[src/rtl/mips16_pkg.sv]
// Shared encodings for the 16-bit MIPS multi-cycle controller: state codes,
// opcodes, ALU/mux select codes and the per-cycle control word.
package mips16_pkg;

    typedef enum logic [3:0] {
        ST_IDLE      = 4'd0,
        ST_FETCH     = 4'd1,
        ST_DECODE    = 4'd2,
        ST_MEM_ADDR  = 4'd3,
        ST_MEM_READ  = 4'd4,
        ST_MEM_WB    = 4'd5,
        ST_MEM_WRITE = 4'd6,
        ST_R_EXEC    = 4'd7,
        ST_R_WB      = 4'd8,
        ST_BRANCH    = 4'd9,
        ST_ADDI_EXEC = 4'd10,
        ST_ADDI_WB   = 4'd11
    } state_t;

    localparam logic [3:0] OP_ADD  = 4'b0000;
    localparam logic [3:0] OP_SUB  = 4'b0001;
    localparam logic [3:0] OP_AND  = 4'b0010;
    localparam logic [3:0] OP_OR   = 4'b0011;
    localparam logic [3:0] OP_ADDI = 4'b0100;
    localparam logic [3:0] OP_LW   = 4'b0101;
    localparam logic [3:0] OP_SW   = 4'b0110;
    localparam logic [3:0] OP_SLT  = 4'b0111;
    localparam logic [3:0] OP_BEQ  = 4'b1000;

    localparam logic [1:0] ALUOP_ADD   = 2'b00;
    localparam logic [1:0] ALUOP_SUB   = 2'b01;
    localparam logic [1:0] ALUOP_FUNCT = 2'b10;

    localparam logic [1:0] ALUSRCB_B     = 2'b00;
    localparam logic [1:0] ALUSRCB_FOUR  = 2'b01;
    localparam logic [1:0] ALUSRCB_IMM   = 2'b10;
    localparam logic [1:0] ALUSRCB_IMMSH = 2'b11;

    localparam logic [1:0] PCSRC_ALU    = 2'b00;
    localparam logic [1:0] PCSRC_ALUOUT = 2'b01;

    typedef struct packed {
        logic       mem_req;
        logic       mem_read;
        logic       mem_write;
        logic       iord;
        logic       ir_write;
        logic       pc_write;
        logic       pc_write_cond;
        logic [1:0] pc_source;
        logic [1:0] alu_op;
        logic       alu_src_a;
        logic [1:0] alu_src_b;
        logic       reg_write;
        logic       reg_dst;
        logic       mem_to_reg;
    } ctrl_t;

    function automatic logic op_is_rtype(input logic [3:0] op);
        return (op == OP_ADD) || (op == OP_SUB) || (op == OP_AND) ||
               (op == OP_OR)  || (op == OP_SLT);
    endfunction

endpackage

[src/rtl/mips_multicycle_control_if.sv]
// Controller <-> datapath/memory bundle. The master side is the controller,
// which owns the memory request and every datapath control.
interface mips_multicycle_control_if;
    logic        run;
    logic [3:0]  opcode;
    logic        zero;
    logic        mem_ready;
    logic        mem_req;
    logic        MemRead;
    logic        MemWrite;
    logic        IorD;
    logic        IRWrite;
    logic        PCWrite;
    logic        PCWriteCond;
    logic [1:0]  PCSource;
    logic [1:0]  ALUOp;
    logic        ALUSrcA;
    logic [1:0]  ALUSrcB;
    logic        RegWrite;
    logic        RegDst;
    logic        MemtoReg;
    logic        illegal;
    logic [15:0] instr_count;
    logic [3:0]  state;

    modport master (
        input  run, opcode, zero, mem_ready,
        output mem_req, MemRead, MemWrite, IorD, IRWrite, PCWrite, PCWriteCond,
               PCSource, ALUOp, ALUSrcA, ALUSrcB, RegWrite, RegDst, MemtoReg,
               illegal, instr_count, state
    );

    modport slave (
        output run, opcode, zero, mem_ready,
        input  mem_req, MemRead, MemWrite, IorD, IRWrite, PCWrite, PCWriteCond,
               PCSource, ALUOp, ALUSrcA, ALUSrcB, RegWrite, RegDst, MemtoReg,
               illegal, instr_count, state
    );
endinterface

[src/rtl/mc_output_decode.sv]
// Control word decode: pure function of the current state, except that the
// FETCH-cycle IR/PC writes are qualified by mem_ready.
module mc_output_decode
    import mips16_pkg::*;
(
    input  state_t state,
    input  logic   mem_ready,
    output ctrl_t  ctrl
);

    always_comb begin
        ctrl = '0;
        case (state)
            ST_FETCH: begin
                ctrl.mem_req   = 1'b1;
                ctrl.mem_read  = 1'b1;
                ctrl.ir_write  = mem_ready;
                ctrl.pc_write  = mem_ready;
                ctrl.alu_src_b = ALUSRCB_FOUR;
                ctrl.alu_op    = ALUOP_ADD;
                ctrl.pc_source = PCSRC_ALU;
            end
            ST_DECODE: begin
                ctrl.alu_src_b = ALUSRCB_IMMSH;
                ctrl.alu_op    = ALUOP_ADD;
            end
            ST_MEM_ADDR, ST_ADDI_EXEC: begin
                ctrl.alu_src_a = 1'b1;
                ctrl.alu_src_b = ALUSRCB_IMM;
                ctrl.alu_op    = ALUOP_ADD;
            end
            ST_MEM_READ: begin
                ctrl.mem_req  = 1'b1;
                ctrl.mem_read = 1'b1;
                ctrl.iord     = 1'b1;
            end
            ST_MEM_WB: begin
                ctrl.reg_write  = 1'b1;
                ctrl.mem_to_reg = 1'b1;
            end
            ST_MEM_WRITE: begin
                ctrl.mem_req   = 1'b1;
                ctrl.mem_write = 1'b1;
                ctrl.iord      = 1'b1;
            end
            ST_R_EXEC: begin
                ctrl.alu_src_a = 1'b1;
                ctrl.alu_src_b = ALUSRCB_B;
                ctrl.alu_op    = ALUOP_FUNCT;
            end
            ST_R_WB: begin
                ctrl.reg_write = 1'b1;
                ctrl.reg_dst   = 1'b1;
            end
            ST_BRANCH: begin
                ctrl.alu_src_a     = 1'b1;
                ctrl.alu_src_b     = ALUSRCB_B;
                ctrl.alu_op        = ALUOP_SUB;
                ctrl.pc_write_cond = 1'b1;
                ctrl.pc_source     = PCSRC_ALUOUT;
            end
            ST_ADDI_WB: begin
                ctrl.reg_write = 1'b1;
            end
            default: ctrl = '0;
        endcase
    end

endmodule

[src/rtl/mips_multicycle_control.sv]
// Multi-cycle sequencer for the 16-bit MIPS datapath: state register,
// dispatch, and retired-instruction counter.
//
// state      | meaning
// IDLE       | waiting for run
// FETCH      | read instruction, PC += 4 on the ready cycle
// DECODE     | branch target into ALUOut, dispatch on opcode
// MEM_ADDR   | effective address A + sext(imm)
// MEM_READ   | lw data read, holds for mem_ready
// MEM_WB     | lw write-back to rt
// MEM_WRITE  | sw data write, holds for mem_ready
// R_EXEC     | A op B using funct
// R_WB       | R-type write-back to rd
// BRANCH     | compare A - B, conditional PC load from ALUOut
// ADDI_EXEC  | A + sext(imm)
// ADDI_WB    | addi write-back to rt
module mips_multicycle_control
    import mips16_pkg::*;
(
    input logic                        clock,
    input logic                        reset_n,
    mips_multicycle_control_if.master  bus
);

    state_t      state_q;
    logic [15:0] instr_count_q;
    ctrl_t       ctrl;
    logic        retire;

    mc_output_decode u_decode (
        .state     (state_q),
        .mem_ready (bus.mem_ready),
        .ctrl      (ctrl)
    );

    always_comb begin
        retire = 1'b0;
        case (state_q)
            ST_MEM_WB, ST_R_WB, ST_BRANCH, ST_ADDI_WB: retire = 1'b1;
            ST_MEM_WRITE:                              retire = bus.mem_ready;
            default:                                   retire = 1'b0;
        endcase
    end

    always_ff @(posedge clock or negedge reset_n) begin
        if (!reset_n) begin
            state_q       <= ST_IDLE;
            instr_count_q <= '0;
        end else begin
            if (retire)
                instr_count_q <= instr_count_q + 16'd1;
            case (state_q)
                ST_IDLE:      if (bus.run) state_q <= ST_FETCH;
                ST_FETCH:     if (bus.mem_ready) state_q <= ST_DECODE;
                ST_DECODE: begin
                    if (op_is_rtype(bus.opcode))
                        state_q <= ST_R_EXEC;
                    else if (bus.opcode == OP_LW || bus.opcode == OP_SW)
                        state_q <= ST_MEM_ADDR;
                    else if (bus.opcode == OP_ADDI)
                        state_q <= ST_ADDI_EXEC;
                    else if (bus.opcode == OP_BEQ)
                        state_q <= ST_BRANCH;
                    else
                        state_q <= ST_FETCH;
                end
                ST_MEM_ADDR:  state_q <= (bus.opcode == OP_SW) ? ST_MEM_WRITE : ST_MEM_READ;
                ST_MEM_READ:  if (bus.mem_ready) state_q <= ST_MEM_WB;
                ST_MEM_WB:    state_q <= ST_FETCH;
                ST_MEM_WRITE: if (bus.mem_ready) state_q <= ST_FETCH;
                ST_R_EXEC:    state_q <= ST_R_WB;
                ST_R_WB:      state_q <= ST_FETCH;
                ST_BRANCH:    state_q <= ST_FETCH;
                ST_ADDI_EXEC: state_q <= ST_ADDI_WB;
                ST_ADDI_WB:   state_q <= ST_FETCH;
                default:      state_q <= ST_IDLE;
            endcase
        end
    end

    // Undefined opcodes are flagged while DECODE is presenting them.
    assign bus.illegal = (state_q == ST_DECODE) &&
                         !(op_is_rtype(bus.opcode) || bus.opcode == OP_LW ||
                           bus.opcode == OP_SW || bus.opcode == OP_ADDI ||
                           bus.opcode == OP_BEQ);

    assign bus.mem_req     = ctrl.mem_req;
    assign bus.MemRead     = ctrl.mem_read;
    assign bus.MemWrite    = ctrl.mem_write;
    assign bus.IorD        = ctrl.iord;
    assign bus.IRWrite     = ctrl.ir_write;
    assign bus.PCWrite     = ctrl.pc_write;
    assign bus.PCWriteCond = ctrl.pc_write_cond;
    assign bus.PCSource    = ctrl.pc_source;
    assign bus.ALUOp       = ctrl.alu_op;
    assign bus.ALUSrcA     = ctrl.alu_src_a;
    assign bus.ALUSrcB     = ctrl.alu_src_b;
    assign bus.RegWrite    = ctrl.reg_write;
    assign bus.RegDst      = ctrl.reg_dst;
    assign bus.MemtoReg    = ctrl.mem_to_reg;
    assign bus.instr_count = instr_count_q;
    assign bus.state       = state_q;

endmodule
[src/flat_wrapper.sv]
// flat-port wrapper written by rule: the top's interface ports become plain ports
module mips_multicycle_control_flat import mips16_pkg::*;
  (clock, reset_n, bus_run, bus_opcode, bus_zero, bus_mem_ready, bus_mem_req, bus_MemRead, bus_MemWrite, bus_IorD, bus_IRWrite, bus_PCWrite, bus_PCWriteCond, bus_PCSource, bus_ALUOp, bus_ALUSrcA, bus_ALUSrcB, bus_RegWrite, bus_RegDst, bus_MemtoReg, bus_illegal, bus_instr_count, bus_state);
  mips_multicycle_control_if bus_i ();
  input logic clock;
  input logic reset_n;
  input wire logic [$bits(bus_i.run)-1:0] bus_run;
  input wire logic [$bits(bus_i.opcode)-1:0] bus_opcode;
  input wire logic [$bits(bus_i.zero)-1:0] bus_zero;
  input wire logic [$bits(bus_i.mem_ready)-1:0] bus_mem_ready;
  output wire logic [$bits(bus_i.mem_req)-1:0] bus_mem_req;
  output wire logic [$bits(bus_i.MemRead)-1:0] bus_MemRead;
  output wire logic [$bits(bus_i.MemWrite)-1:0] bus_MemWrite;
  output wire logic [$bits(bus_i.IorD)-1:0] bus_IorD;
  output wire logic [$bits(bus_i.IRWrite)-1:0] bus_IRWrite;
  output wire logic [$bits(bus_i.PCWrite)-1:0] bus_PCWrite;
  output wire logic [$bits(bus_i.PCWriteCond)-1:0] bus_PCWriteCond;
  output wire logic [$bits(bus_i.PCSource)-1:0] bus_PCSource;
  output wire logic [$bits(bus_i.ALUOp)-1:0] bus_ALUOp;
  output wire logic [$bits(bus_i.ALUSrcA)-1:0] bus_ALUSrcA;
  output wire logic [$bits(bus_i.ALUSrcB)-1:0] bus_ALUSrcB;
  output wire logic [$bits(bus_i.RegWrite)-1:0] bus_RegWrite;
  output wire logic [$bits(bus_i.RegDst)-1:0] bus_RegDst;
  output wire logic [$bits(bus_i.MemtoReg)-1:0] bus_MemtoReg;
  output wire logic [$bits(bus_i.illegal)-1:0] bus_illegal;
  output wire logic [$bits(bus_i.instr_count)-1:0] bus_instr_count;
  output wire logic [$bits(bus_i.state)-1:0] bus_state;
  assign bus_i.run = bus_run;
  assign bus_i.opcode = bus_opcode;
  assign bus_i.zero = bus_zero;
  assign bus_i.mem_ready = bus_mem_ready;
  assign bus_mem_req = bus_i.mem_req;
  assign bus_MemRead = bus_i.MemRead;
  assign bus_MemWrite = bus_i.MemWrite;
  assign bus_IorD = bus_i.IorD;
  assign bus_IRWrite = bus_i.IRWrite;
  assign bus_PCWrite = bus_i.PCWrite;
  assign bus_PCWriteCond = bus_i.PCWriteCond;
  assign bus_PCSource = bus_i.PCSource;
  assign bus_ALUOp = bus_i.ALUOp;
  assign bus_ALUSrcA = bus_i.ALUSrcA;
  assign bus_ALUSrcB = bus_i.ALUSrcB;
  assign bus_RegWrite = bus_i.RegWrite;
  assign bus_RegDst = bus_i.RegDst;
  assign bus_MemtoReg = bus_i.MemtoReg;
  assign bus_illegal = bus_i.illegal;
  assign bus_instr_count = bus_i.instr_count;
  assign bus_state = bus_i.state;
  mips_multicycle_control u_core (.clock(clock), .reset_n(reset_n), .bus(bus_i));
endmodule
[config.mk]
export PLATFORM = sky130hd
export DESIGN_NAME = mips_multicycle_control_flat
export DESIGN_NICKNAME = d
export VERILOG_FILES = /design/src/rtl/mips16_pkg.sv /design/src/rtl/mips_multicycle_control_if.sv /design/src/rtl/mc_output_decode.sv /design/src/rtl/mips_multicycle_control.sv /design/src/flat_wrapper.sv
export SDC_FILE = /design/constraint.sdc
export NUM_CORES = 1
export LEC_CHECK = 0
export CORE_AREA = 4 4 53 79
export DETAILED_ROUTE_END_ITERATION = 6
export DIE_AREA = 0 0 57 83
export PLACE_DENSITY = 0.72
export REMOVE_ABC_BUFFERS = 1
export SLEW_MARGIN = 40
export SYNTH_ARGS = -nofsm -noshare
export SYNTH_HDL_FRONTEND = slang
export SYNTH_HIERARCHICAL = 1
export SYNTH_SLANG_ARGS = --single-unit
export TNS_END_PERCENT = 5
[constraint.sdc]
create_clock -name clock -period 1.5 [get_ports clock]
set_input_delay 0.375 -clock clock [delete_from_list [all_inputs] [get_ports clock]]
set_output_delay 0.375 -clock clock [all_outputs]
set_load 0.02 [all_outputs]
==> metrics.md, run 1 <==
| Metric | Value |
|---|---|
| Post-DP HPWL | `2.85 mm` |
| Max Cap Viol | `0` |
| Synth Area in Adders | `0.00929` |
| Max stage delay on crit path | `460 ps` |
| Final ANT Viol Nets | `0` |
| Placed cell area | `1980 um2` |
| Number of vias per cell | `5.43` |
| CTS Root Cell | `clkbuf_8` |
| Die height | `83 um` |
| Slew Limit Fails | `0` |
| Clk_lat worst skew | `250 ps` |
| Cell family with most CP delay | `flip-flops` |
| CP endpoint kind | `primary output` |
| Violated checks | `negative setup slack` |
| Layout Skew | `2.51 ps` |
| Hold Vio Cnt, Final | `0` |
| Input/output buffers | `44` |
| Total grt overflow | `0` |
| Total Routing Usage GR | `0.170` |
| Clock buffer depth | `2` |
| CP Launch Type | `flip-flop` |
| Initial DRC count | `22` |
| Wire length per cell | `15.5 um` |
| Utilization after layout | `0.617` |
| Design Area, Final | `2210 um2` |
| Post-Syn Instances | `148` |
| Compound-cell area share of the yosys netlist | `0.176` |
| Crit Path Class | `flip-flop to primary output` |
| First-pass GRT wire length | `6.84 mm` |
| Xor/xnor cell area share of the yosys netlist | `0.123` |
| RSZ-0062 raised after global routing | `yes` |
| Std cell rows | `27` |
| Leakage Power | `0.917 nW` |
| Layout cells sized above 1 | `0.446` |
| Synth Register Bits | `20` |
| Clock Sinks | `20` |
| Post-route worst setup slack | `-296 ps` |
| R2r startpoint | `u_core/bus.state[2]$_DFFE_PN0P_` |
| Antenna diodes | `0` |
| Power Total | `4.96 mW` |
| Slowest CP cell | `dfrtp_2` |
| Largest family of logic cells by synthesized area | `simple AND/OR/NAND/NOR gates` |
| R2R Setup Slk | `-260 ps` |
| Initial core utilization | `0.376` |
| Cell repeated most along the worst path | `buf_6` |
| Crit path from | `u_core/bus.state[2]$_DFFE_PN0P_` |
| Inserted Clock Buffers | `3` |
| Chip Width | `57 um` |
| Setup-failing EPs final | `34` |
| Reg2reg path depth | `6` |
| # nets final | `235` |
| 1st-pass router iterations | `4` |
| Hold WS | `453 ps` |
| EDFF count, synth | `0` |
| Critical path cell sequence | `buf_6 > buf_6 > xnor2_2 > nor3_2 > buf_4` |
| DR vias | `1,449` |
| Main synth FF type | `dfrtp_1` |
| Crit share post-route | `1.20` |
| Cell area after synthesis | `1350 um2` |
| Vias in the first global route | `1,505` |
| Largest net degree at the start of global routing | `21` |
| Syn Area/Cell | `9.11 um2` |
| Pwr dens | `2240 nW/um2` |
| CP Data Arrival Time | `1420 ps` |
| Drt drc | `0` |
| Clk slew on worst S/H paths | `70 ps` |
| Mux share of post-synthesis cell area | `0.00836` |
| Commonest non-fill, non-tap cells in the layout | `buf_4 (50), xor2_1 (17), dlygate4sd2_1 (16), dfrtp_1 (16), a21oi_1 (12)` |
| CP Buf/Inv Count | `3` |
| CP Max Fanout | `6` |
| Htree depth | `1` |
| Io pins | `47` |
| Sequential area share after synthesis | `0.371` |
| Worst Path Required | `1120 ps` |
| Final Wtd Congestion | `0.792` |
| Async set-reset flop share out of synthesis | `1.00` |
| Count of cell types in the netlist | `42` |
| Area Growth Syn to Fin | `64.0%` |
| Core area | `3580 um2` |
| CTS Hold Buffers Added | `0` |
| TritonCTS clock tree | `done` |
| Period minus WS final | `1800 ps` |
| FMAX | `557 MHz` |
| Synthesis Warnings | `6` |
| Simple-gate area share of the yosys netlist | `0.233` |
| Max VDD drop | `0.00196 V` |
| Reg-to-reg critical path endpoint | `u_core/bus.instr_count[12]$_DFFE_PN0P_` |
| Status | `finished, violations left` |
| Initial antenna violation count | `0` |
| Die area | `4730 um2` |
| Most common cell after layout, fill and taps aside | `buf_4` |
| Final WL | `4.14 mm` |
| Worst hold path type | `input port to async pin` |
[worst max-delay path by stage]
stage / end / slack, ps / cells past startpoint
6_report: bus_MemRead / -300 / 5
5_1_grt: bus_RegDst / -390 / 4
2_1_floorplan: bus_IRWrite / -1280 / 2
4_1_cts: bus_MemRead / -330 / 5
3_5_place_dp: bus_PCWrite / -740 / 3
3_3_place_gp: bus_PCWrite / -720 / 3
[power by group]
part | switching (mW) | internal (mW)
Sequential | 0.323 | 0.785
Clock | 0.170 | 0.233
Combinational | 1.81 | 1.64
[state kept, by name (all words and copies together) (netlist names)]
register / cells
u_core/bus.state: 4
u_core/bus.instr_count: 16
[worst register-to-register path: cells and delay by family, from the launching register on]
| family | cells | cell delay [ps] |
|---|---|---|
| AOI/OAI and AO/OA | 2 | 550 |
| DFF | 1 | 460 |
| buffers and inverters | 2 | 340 |
| xor gates and xnor gates | 1 | 190 |
| and+or+nand+nor | 1 | 140 |
[repair_timing]
item                       in CTS  in global routing
pin swaps                       4                  7
setup endpoints to repair      53                 36
gates resized for setup       129                 33
buffers inserted                5                  6
[kinds of logic (layout without fill, tap and decap cells)]
logic type	after synthesis	in the layout
AOI/OAI and AO/OA	34	34
and+or+nand+nor	55	55
xor gates and xnor gates	19	19
other	1	1
adders and majority gates	1	1
buffers and inverters	17	93
muxes	1	1
DFF	20	20
[synthesized netlist by cell type, drive strengths merged, types with 2 or more instances]
library cell | count | share of area
and2 | 2 | 0.0093
and4 | 3 | 0.020
inv | 3 | 0.0084
dfrtp | 20 | 0.37
nand4 | 6 | 0.028
o211ai | 2 | 0.011
a32oi | 2 | 0.019
a211oi | 6 | 0.037
nand2b | 8 | 0.037
xor2 | 17 | 0.11
nand2 | 10 | 0.030
clkbuf | 2 | 0.0056
a21oi | 15 | 0.056
xnor2 | 2 | 0.013
o31ai | 2 | 0.011
nor2 | 10 | 0.028
buf | 12 | 0.061
nor3 | 4 | 0.015
o22ai | 2 | 0.0093
nand3 | 5 | 0.019
[area by class of cell]
| class | count | area, um2 |
|---|---|---|
| Tap cell | 43 | 53.8 |
| Timing Repair Buffer | 86 | 716 |
| Inverter | 3 | 11.3 |
| Sequential cell | 20 | 505 |
| Multi-Input combinational cell | 111 | 868 |
| Clock buffer | 4 | 55.1 |
| Fill cell | 340 | 1370 |
[per-stage QoR]
step                setup TNS (ps)  instances  worst slack, ps
floorplan                   -15520        134            -1280
global placement            -13850        252             -718
detailed placement          -14830        252             -738
CTS                          -7100        261             -327
global route                 -9660        267             -393
finish                       -7140        267             -296
[routing by layer]
layer | GRT usage | vias to the layer above | part of all wire
li1 | - | 672 | -
met1 | 0.202 | 713 | 0.39
met2 | 0.317 | 60 | 0.54
met3 | 0.0249 | 4 | 0.063
met4 | 0.0253 | 0 | 0.010
met5 | 0 | - | 0
No activity file was read; power rests on OpenSTA's default activity.
==> run 2, diff against run 1 <==
--- a/constraint.sdc
+++ b/constraint.sdc
@@ -3,2 +3,2 @@
 set_output_delay 0.375 -clock clock [all_outputs]
-set_load 0.02 [all_outputs]
+set_load 0.1 [all_outputs]
==> run 2 against run 1 <==
Net effect:
- the flow still finishes with violations (negative setup slack)
- wire length grew 19%
- critical path depth shrank 1
- sequential share of layout area shrank 4.6 points
- via count grew 4.5%
- worst hold slack gained 2.5 ps
- critical path type unchanged
==> metrics.md, run 2 (same netlist as run 1, synthesis figures left out) <==
| Metric | Value |
|---|---|
| Clock Sinks | `20 (unchanged)` |
| CP Data Arrival Time | `1520 ps (was 1420 ps)` |
| Area taken by multi-input logic gates | `890 um2 (was 868 um2)` |
| Die area | `4730 um2 (unchanged)` |
| Chip Width | `57 um (unchanged)` |
| Io pins | `47 (unchanged)` |
| RSZ-0062 raised after global routing | `yes (unchanged)` |
| Slowest CP cell | `dfrtp_2 (unchanged)` |
| Number of vias per cell | `5.47 (was 5.43)` |
| Layout cells sized above 1 | `0.526 (was 0.446)` |
| Final WL | `4.92 mm (was 4.14 mm)` |
| Input/output buffers | `44 (unchanged)` |
| Htree depth | `1 (unchanged)` |
| Clk_lat worst skew | `260 ps (was 250 ps)` |
| FMAX | `527 MHz (was 557 MHz)` |
| Number of flip-flops under the largest register name | `16 (unchanged)` |
| Area Growth Syn to Fin | `104% (was 64.0%)` |
| Placed cell area | `2470 um2 (was 1980 um2)` |
| Drt drc | `0 (unchanged)` |
| CP Launch Type | `flip-flop (unchanged)` |
| DR vias | `1,514 (was 1,449)` |
| TritonCTS clock tree | `done (unchanged)` |
| Worst hold path type | `input port to async pin (unchanged)` |
| Die height | `83 um (unchanged)` |
| Inserted Clock Buffers | `3 (unchanged)` |
| Worst Path Required | `1120 ps (about the same)` |
| Layout Skew | `5.11 ps (was 2.51 ps)` |
| Hold Vio Cnt, Final | `0 (unchanged)` |
| CTS Hold Buffers Added | `0 (unchanged)` |
| Design Area, Final | `2760 um2 (was 2210 um2)` |
| Commonest non-fill, non-tap cells in the layout | `buf_4 (44), buf_12 (38), xor2_1 (17), dfrtp_1 (17), a21oi_1 (14) (was buf_4 (50), xor2_1 (17), dlygate4sd2_1 (16), dfrtp_1 (16), a21oi_1 (12))` |
| Antenna diodes | `0 (unchanged)` |
| Vias in the first global route | `1,606 (was 1,505)` |
| Final Wtd Congestion | `0.839 (was 0.792)` |
| DP Worst Slack | `-368 ps (was -738 ps)` |
| Seq. cell area | `504 um2 (was 505 um2)` |
| Status | `finished, violations left (unchanged)` |
| CP Max Fanout | `7 (was 6)` |
| Post-DP HPWL | `3.46 mm (was 2.85 mm)` |
| Period minus WS final | `1900 ps (was 1800 ps)` |
| CTS Root Cell | `clkbuf_8 (unchanged)` |
| Total Routing Usage GR | `0.214 (was 0.170)` |
| Violated checks | `negative setup slack (unchanged)` |
| Initial DRC count | `37 (was 22)` |
| Finished Layout Cells | `277 (was 267)` |
| TNS Setup | `-8860 ps (was -7140 ps)` |
| Most common cell after layout, fill and taps aside | `buf_4 (unchanged)` |
| First-pass GRT wire length | `8.09 mm (was 6.84 mm)` |
| Total grt overflow | `0 (unchanged)` |
| Initial core utilization | `0.376 (unchanged)` |
| Max stage delay on crit path | `470 ps (was 460 ps)` |
| Critical path cell sequence | `nand2b_4 > nor4b_4 > buf_4 > buf_12 (was buf_6 > buf_6 > xnor2_2 > nor3_2 > buf_4)` |
| Std cell rows | `27 (unchanged)` |
| CP endpoint kind | `primary output (unchanged)` |
| Max Cap Viol | `0 (unchanged)` |
| Crit Path Class | `flip-flop to primary output (unchanged)` |
| Post-Place Cells | `266 (was 252)` |
| Initial antenna violation count | `0 (unchanged)` |
| Reg2reg path depth | `6 (unchanged)` |
| Crit share post-route | `1.26 (was 1.20)` |
| Setup-failing EPs final | `34 (unchanged)` |
| Largest net degree at the start of global routing | `21 (unchanged)` |
| Wire length per cell | `17.8 um (was 15.5 um)` |
| # nets final | `245 (was 235)` |
| Core area | `3580 um2 (unchanged)` |
| Clk slew on worst S/H paths | `70 ps (about the same)` |
| 1st-pass router iterations | `4 (unchanged)` |
| # fillers | `246 (was 340)` |
| Post-route worst setup slack | `-397 ps (was -296 ps)` |
| Slew Limit Fails | `0 (unchanged)` |
| Clock buffer depth | `2 (unchanged)` |
| Final ANT Viol Nets | `0 (unchanged)` |
-- run 2: repair_timing --
item / in CTS / in global routing
resized for setup: 34 / 10
pin swaps: 8 / 4
setup buffers: 5 / 2
endpoints found under the setup margin: 36 / 36
-- run 2: per-layer routing --
| metal | global-route usage | wire length [um] | share of wire | vias up |
|---|---|---|---|---|
| met5 | 0 | 0 | 0 | - |
| met3 | 0.0513 | 344 | 0.070 | 10 |
| li1 | - | - | - | 696 |
| met1 | 0.218 | 1630 | 0.33 | 738 |
| met2 | 0.414 | 2870 | 0.58 | 70 |
| met4 | 0.0549 | 74 | 0.015 | 0 |
-- run 2: worst paths after layout --
check	from	to	slack, ps
worst max-delay path	u_core/bus.state[1]$_DFFE_PN0P_	bus_PCWrite	-400
worst min-delay path	reset_n	u_core/bus.instr_count[8]$_DFFE_PN0P_	460
worst max register to register	u_core/bus.state[2]$_DFFE_PN0P_	u_core/bus.instr_count[11]$_DFFE_PN0P_	-270
worst min register to register	u_core/bus.instr_count[15]$_DFFE_PN0P_	u_core/bus.instr_count[15]$_DFFE_PN0P_	540
max in group asynchronous	reset_n	u_core/bus.state[1]$_DFFE_PN0P_	820
min in group clock	u_core/bus.instr_count[15]$_DFFE_PN0P_	u_core/bus.instr_count[15]$_DFFE_PN0P_	540
-- run 2: layout make-up --
cell class | instances | share of cell area
Clock buffer | 4 | 0.0200
Tap cell | 43 | 0.0195
Timing Repair Buffer | 96 | 0.450
Multi-Input combinational cell | 111 | 0.323
Inverter | 3 | 0.00409
Sequential cell | 20 | 0.183
-- run 2: stage by stage --
| stage | hold WS [ps] | util |
|---|---|---|
| 6_report | 456 | 0.769 |
| 5_1_grt | 491 | 0.769 |
| 4_1_cts | 464 | 0.752 |
| 3_5_place_dp | 523 | 0.690 |
| 3_3_place_gp | 516 | 0.690 |
| 2_1_floorplan | 79.4 | - |
-- run 2: worst max-delay path, delay by kind of cell, from the launching register on --
| family | cells | cell delay (ps) |
|---|---|---|
| buf+inv | 2 | 350 |
| flops | 1 | 470 |
| simple gates | 2 | 440 |
Power of run 2 is left out: the tool's default activity adds up to more than one toggle a clock period on the data nets, which glitch-free logic cannot reach.
==> run 3, diff against run 2 <==
- GPL_TIMING_DRIVEN: not set -> 0
==> run 3 against run 2 <==
Net effect:
- the flow still finishes with violations (negative setup slack)
- fmax down 2.1%
- via count down 5.0%
- flip-flop and latch count unchanged
- sequential share of layout area up 3.5 points
- clock-buffer cell count down 1
- wire length down 2.0%
- worst setup slack worse by 41 ps
- critical endpoint is now bus_mem_req
- final cell count down 6.9%
- critical path depth up 1
- register-to-register slack worse by 120 ps
- die area unchanged
==> metrics.md, run 3 (same netlist as run 1, synthesis figures left out) <==
| Metric | Value |
|---|---|
| Status | `finished, violations left (unchanged)` |
| Violated checks | `negative setup slack (unchanged)` |
| Cell repeated most along the worst path | `buf_12` |
| # nets final | `227 (was 245)` |
| CP Buf/Inv Count | `3 (was 2)` |
| Std cell rows | `27 (unchanged)` |
| DP Worst Slack | `-807 ps (was -368 ps)` |
| Critical path cell sequence | `buf_6 > buf_12 > nand2b_4 > a21oi_4 > buf_12 (was nand2b_4 > nor4b_4 > buf_4 > buf_12)` |
| Crit Path Class | `flip-flop to primary output (unchanged)` |
| Max stage delay on crit path | `500 ps (was 470 ps)` |
| Slew Limit Fails | `0 (unchanged)` |
| Number of flip-flops under the largest register name | `16 (unchanged)` |
| Worst hold path type | `input port to async pin (unchanged)` |
| TritonCTS clock tree | `done (unchanged)` |
| Post-Place Cells | `221 (was 266)` |
| Clk_lat worst skew | `260 ps (about the same)` |
| # fillers | `291 (was 246)` |
| Crit share post-route | `1.29 (was 1.26)` |
| Commonest non-fill, non-tap cells in the layout | `buf_4 (28), buf_6 (20), xor2_1 (17) (was buf_4 (44), buf_12 (38), xor2_1 (17), dfrtp_1 (17), a21oi_1 (14))` |
| Area taken by multi-input logic gates | `917 um2 (was 890 um2)` |
| Die area | `4730 um2 (unchanged)` |
| Clk slew on worst S/H paths | `70 ps (about the same)` |
| Layout cells sized above 1 | `0.502 (was 0.526)` |
| Seq. cell area | `513 um2 (was 504 um2)` |
| Final Wtd Congestion | `0.743 (was 0.839)` |
| Number of vias per cell | `5.58 (was 5.47)` |
| CTS Root Cell | `clkbuf_8 (unchanged)` |
| Io pins | `47 (unchanged)` |
| Finished Layout Cells | `258 (was 277)` |
| Drt drc | `0 (unchanged)` |
| Inserted Clock Buffers | `3 (unchanged)` |
| CP Launch Type | `flip-flop (unchanged)` |
| Worst path depth | `5 (was 4)` |
| FMAX | `516 MHz (was 527 MHz)` |
| Most common cell after layout, fill and taps aside | `buf_4 (unchanged)` |
| Initial core utilization | `0.376 (unchanged)` |
| Clock Sinks | `20 (unchanged)` |
| Die height | `83 um (unchanged)` |
| Crit path from | `u_core/bus.state[0]$_DFFE_PN0P_ (was u_core/bus.state[1]$_DFFE_PN0P_)` |
| Final WL | `4.82 mm (was 4.92 mm)` |
| R2r startpoint | `u_core/bus.state[2]$_DFFE_PN0P_ (unchanged)` |
| Largest net degree at the start of global routing | `21 (unchanged)` |
| Slowest CP cell | `dfrtp_4 (was dfrtp_2)` |
| RSZ-0062 raised after global routing | `yes (unchanged)` |
| Htree depth | `1 (unchanged)` |
| Worst Path Required | `1120 ps (about the same)` |
| Post-route worst setup slack | `-437 ps (was -397 ps)` |
| Initial antenna violation count | `0 (unchanged)` |
| Reg2reg path depth | `6 (unchanged)` |
| Core area | `3580 um2 (unchanged)` |
| Initial DRC count | `54 (was 37)` |
| Cell family with most CP delay | `flip-flops (unchanged)` |
| Final ANT Viol Nets | `0 (unchanged)` |
| Area Growth Syn to Fin | `74.9% (was 104%)` |
| Wire length per cell | `18.7 um (was 17.8 um)` |
| First-pass GRT wire length | `7.18 mm (was 8.09 mm)` |
| Antenna diodes | `0 (unchanged)` |
| Hold Vio Cnt, Final | `0 (unchanged)` |
| Layout Skew | `2.39 ps (was 5.11 ps)` |
| CP endpoint kind | `primary output (unchanged)` |
| Total grt overflow | `0 (unchanged)` |
| Max Cap Viol | `0 (unchanged)` |
| DR vias | `1,439 (was 1,514)` |
| Period minus WS final | `1940 ps (was 1900 ps)` |
| CP Data Arrival Time | `1560 ps (was 1520 ps)` |
| Total Routing Usage GR | `0.185 (was 0.214)` |
| 1st-pass router iterations | `4 (unchanged)` |
| CTS Hold Buffers Added | `0 (unchanged)` |
| CP Max Fanout | `5 (was 7)` |
| Input/output buffers | `44 (unchanged)` |
| Clock buffer depth | `2 (unchanged)` |
| Setup-failing EPs final | `38 (was 34)` |
| Post-DP HPWL | `2.25 mm (was 3.46 mm)` |
| Chip Width | `57 um (unchanged)` |
| Vias in the first global route | `1,470 (was 1,606)` |
| TNS Setup | `-12,360 ps (was -8860 ps)` |
==> run 3: cell types whose count changed in the layout (fill, tap and decap cells not counted), sizes merged <==
cell / previous run / this run
dlygate4sd2: 0 / 1
buf: 89 / 64
clkdlybuf4s50: 7 / 5
clkbuf: 4 / 11
==> run 3: final cells by class <==
cell class	instances	area share
tap	43	0.0228
multi-input combinational	111	0.389
sequential	20	0.218
inverter	3	0.00478
clock buffer	3	0.0175
timing repair buffer	78	0.348
==> run 3: routing by layer <==
| layer | vias to the layer above | global-route usage | routed length (um) |
|---|---|---|---|
| met3 | 12 | 0.0420 | 339 |
| li1 | 654 | - | - |
| met5 | - | 0 | 0 |
| met2 | 67 | 0.324 | 2680 |
| met4 | 0 | 0.0675 | 109 |
| met1 | 706 | 0.214 | 1700 |
==> run 3: through the flow <==
step           hold WS [ps]   util  area (um2)
2_1_floorplan          79.4      -        1260
3_3_place_gp            460  0.489        1750
3_5_place_dp            345  0.436        1560
4_1_cts                62.0  0.588        2110
5_1_grt                95.1  0.658        2360
6_report               57.3  0.658        2360
==> run 3: worst paths after layout <==
check / endpoint / slack [ps]
max: bus_mem_req / -440
min: u_core/bus.instr_count[8]$_DFFE_PN0P_ / 60
max reg2reg: u_core/bus.instr_count[1]$_DFFE_PN0P_ / -390
min reg2reg: u_core/bus.instr_count[15]$_DFFE_PN0P_ / 470
max in group asynchronous: u_core/bus.state[2]$_DFFE_PN0P_ / 1090
min in group clock: u_core/bus.instr_count[15]$_DFFE_PN0P_ / 470
==> run 3: repair_timing <==
item,in CTS,in global routing
endpoints found under the setup margin,43,46
pin swaps,9,5
gates cloned,0,0
gates resized for setup,87,49
buffers inserted,27,7
Power of run 3 is left out for the same reason.
==> variant, RTL diff (config.mk and constraints of run 2) <==
Reset style: synchronous (`reset_n`), changed in one clocked block.
--- a/src/rtl/mips_multicycle_control.sv
+++ b/src/rtl/mips_multicycle_control.sv
@@ -42,7 +42,7 @@
         endcase
     end
 
-    always_ff @(posedge clock or negedge reset_n) begin
+    always_ff @(posedge clock) begin
         if (!reset_n) begin
             state_q       <= ST_IDLE;
             instr_count_q <= '0;
Behaviour: differs if reset_n is asserted again (counterexample within 4 cycles, from zero or initial values and one cycle with reset_n low); with reset_n held inactive, the same outputs for 10 cycles.
==> variant against run 2 <==
- the flow still finishes with violations (negative setup slack)
- wire length increased by 25%
- final area increased by 4.0%
- global-route usage increased by 2.8 points
- synthesized area fell by 6.3%
- worst setup slack improved by 0.023 ns
- cell count increased by 12%
- via count up 18%
- fmax rose by 1.2%
- sequential cell count unchanged
- hold slack improved by 0.11 ns
==> variant: results (changes against run 2) <==
Outcome
  • Status: finished with violations
  • Violated checks: negative setup slack

Critical path
  • Crit path max-delay family: buffers and inverters
  • CP max FO: 7 (unchanged)
  • Max stage delay cell, worst path: dfxtp_4
  • Worst path max stage delay: 0.40 ns (-0.07 ns)
  • Number of cells on the worst reg-to-reg path: 8 (+2)
  • WP data arrival: 1.50 ns (-0.02 ns)

Min path
  • Hold Crit Class: register to register
  • Worst Hold Path Cells: 2

Layout
  • Fillers: 209 (-15%)
  • Largest register FFs: 16 (unchanged)
  • N_diodes: 0 (unchanged)
  • Share of post-route cells with drive strength above 1: 54.1% (+1.5 points)
  • Final net count: 279 (+14%)
  • Non-filler cells, final: 311 (+12%)

Synth
  • Synth area leaders: dfxtp_1, a21oi_1, nor2_1
  • Synth unique cells: 44 (+4.8%)
  • Sequential area share after synthesis: 31.7% (-5.4 points)
  • Synthesis Warnings: 6 (unchanged)
  • Leading cell types by count after synthesis: dfxtp_1, nor2_1, a21oi_1
  • Post-Syn Instances: 164 (+11%)
  • Async set-reset flop share out of synthesis: 0% (-100 points)
  • Top_reg_cell synth: dfxtp_1

Detailed routing
  • TritonRoute pass-1 iters: 4 (unchanged)
  • Mean routed wirelength per cell: 19.7 um (+11%)
  • Drt initial violations: 85 (+130%)
  • Via count: 1,780 (+18%)

Placed design
  • # port buffers: 44 (unchanged)
  • Hpwl dp: 3460 um (+0.12%)
  • DP Cell Count: 296 (+11%)
  • Final GP Congestion: 0.871 (+3.8%)

Clock tree
  • Worst-path clk slew: 0.07 ns (about the same)
  • Clk Latency, worst-skew pair: between 0.2 and 0.3 ns
  • H-tree depth: 1 (unchanged)
  • Clk root buf: clkbuf_8
  • CTS Buf Count: 3 (unchanged)
  • Clock buffer depth: 2 (unchanged)

Timing
  • Final setup TNS: -7.50 ns (+1.36 ns)
  • Final WS setup: -0.374 ns (+0.0230 ns)
  • Final setup skew: 0.00172 ns (-0.00339 ns)
  • Setup-failing EPs final: 35 (+2.9%)

Global routing
  • Initial antenna violation count: 0 (unchanged)
  • Overflow after GRT: 0 (unchanged)
  • Vias in the first global route: 1,879 (+17%)
  • Largest net degree at the start of global routing: 15 (-29%)
  • Global-route wire length before repair: 9200 um (+14%)
  • GRT Total Usage: 24.2% (+2.8 points)

Pwr
  • Worst VDD drop: between 3000 and 4000 uV
  • LEAKAGE: ~0.0011 uW
variant: cell count changes in the layout (fill, tap and decap cells not counted), moves of 4 or more:
cell	before	now
a211oi_2	5	1
a21oi_2	0	4
buf_4	44	55
buf_6	4	10
dfrtp_1	17	0
dfxtp_1	0	16
nand4_1	6	1
nor2_1	5	13
o21ai_0	1	10
or3_1	1	7
xor2_1	17	3
variant: power breakdown:
group          total [uW]  switching, uW  internal [uW]  leakage [uW]
Combinational        3230           1980           1240      0.000944
Clock                 409            176            233     0.0000288
Sequential            674           87.0            587      0.000164
variant: per-layer routing:
layer / global-route usage (%) / part of all wire [%] / up-vias
met5: 0 / 0 / -
met4: 13.7 / 6.4 / 0
met3: 2.95 / 5.5 / 38
met2: 46.2 / 57 / 107
met1: 23.7 / 31 / 851
li1: - / - / 784
variant: cell families (layout without fill, tap and decap cells):
kind of cell | after synthesis | in the layout | share of synthesized area, %
AO/OA/AOI/OAI | 43 | 43 | 22.1
adder cells (fa/ha/maj) | 1 | 1 | 0.991
buffers and inverters | 17 | 121 | 6.94
XOR/XNOR | 10 | 10 | 6.94
other | 1 | 1 | 0.297
flip-flops | 20 | 20 | 31.7
multiplexers | 3 | 3 | 2.38
AND/OR/NAND/NOR | 69 | 69 | 28.6
variant: worst register-to-register path, stage by stage, from the launching register on:
cell and delay, ns:
dfxtp_4 0.40, buf_4 0.13, inv_2 0.04, a211oi_4 0.23, buf_6 0.17, buf_4 0.12, nor2_4 0.04, nor4b_2 0.32
mux2i_1 0.31
variant: layout make-up:
cell class | count | share of cell area (%)
inverter | 7 | 0.917
clock buffer | 4 | 1.92
sequential | 20 | 14.4
multi-input combinational | 127 | 33.6
tap | 43 | 1.88
timing repair buffer | 110 | 47.2
variant: what timing repair did:
action / 4_1_cts / 5_1_grt
pin swaps: 10 / 6
setup endpoints to repair: 36 / 36
gates resized for setup: 37 / 21
setup buffers: 6 / 5
variant: final timing paths:
path / endpoint / startpoint / slack [ns]
max: bus_IRWrite / u_core/bus.state[0] / -0.37
min: u_core/bus.instr_count[15] / u_core/bus.instr_count[15] / 0.56
max reg2reg: u_core/bus.instr_count[6] / u_core/bus.state[0] / -0.36
min reg2reg: u_core/bus.instr_count[15] / u_core/bus.instr_count[15] / 0.56
variant: metrics by stage:
stage / area (um2) / hold slack [ns] / power (uW) / setup WS, ns / utilization (%)
after floorplan: 1200 / 0.497 / 2040 / -6.60 / -
after global placement: 2480 / 0.510 / 3330 / -0.466 / 69.2
after detailed placement: 2480 / 0.535 / 3380 / -0.584 / 69.2
after CTS: 2730 / 0.546 / 4120 / -0.329 / 76.3
after global routing: 2860 / 0.590 / 4430 / -0.417 / 80.0
final: 2860 / 0.564 / 4310 / -0.374 / 80.0
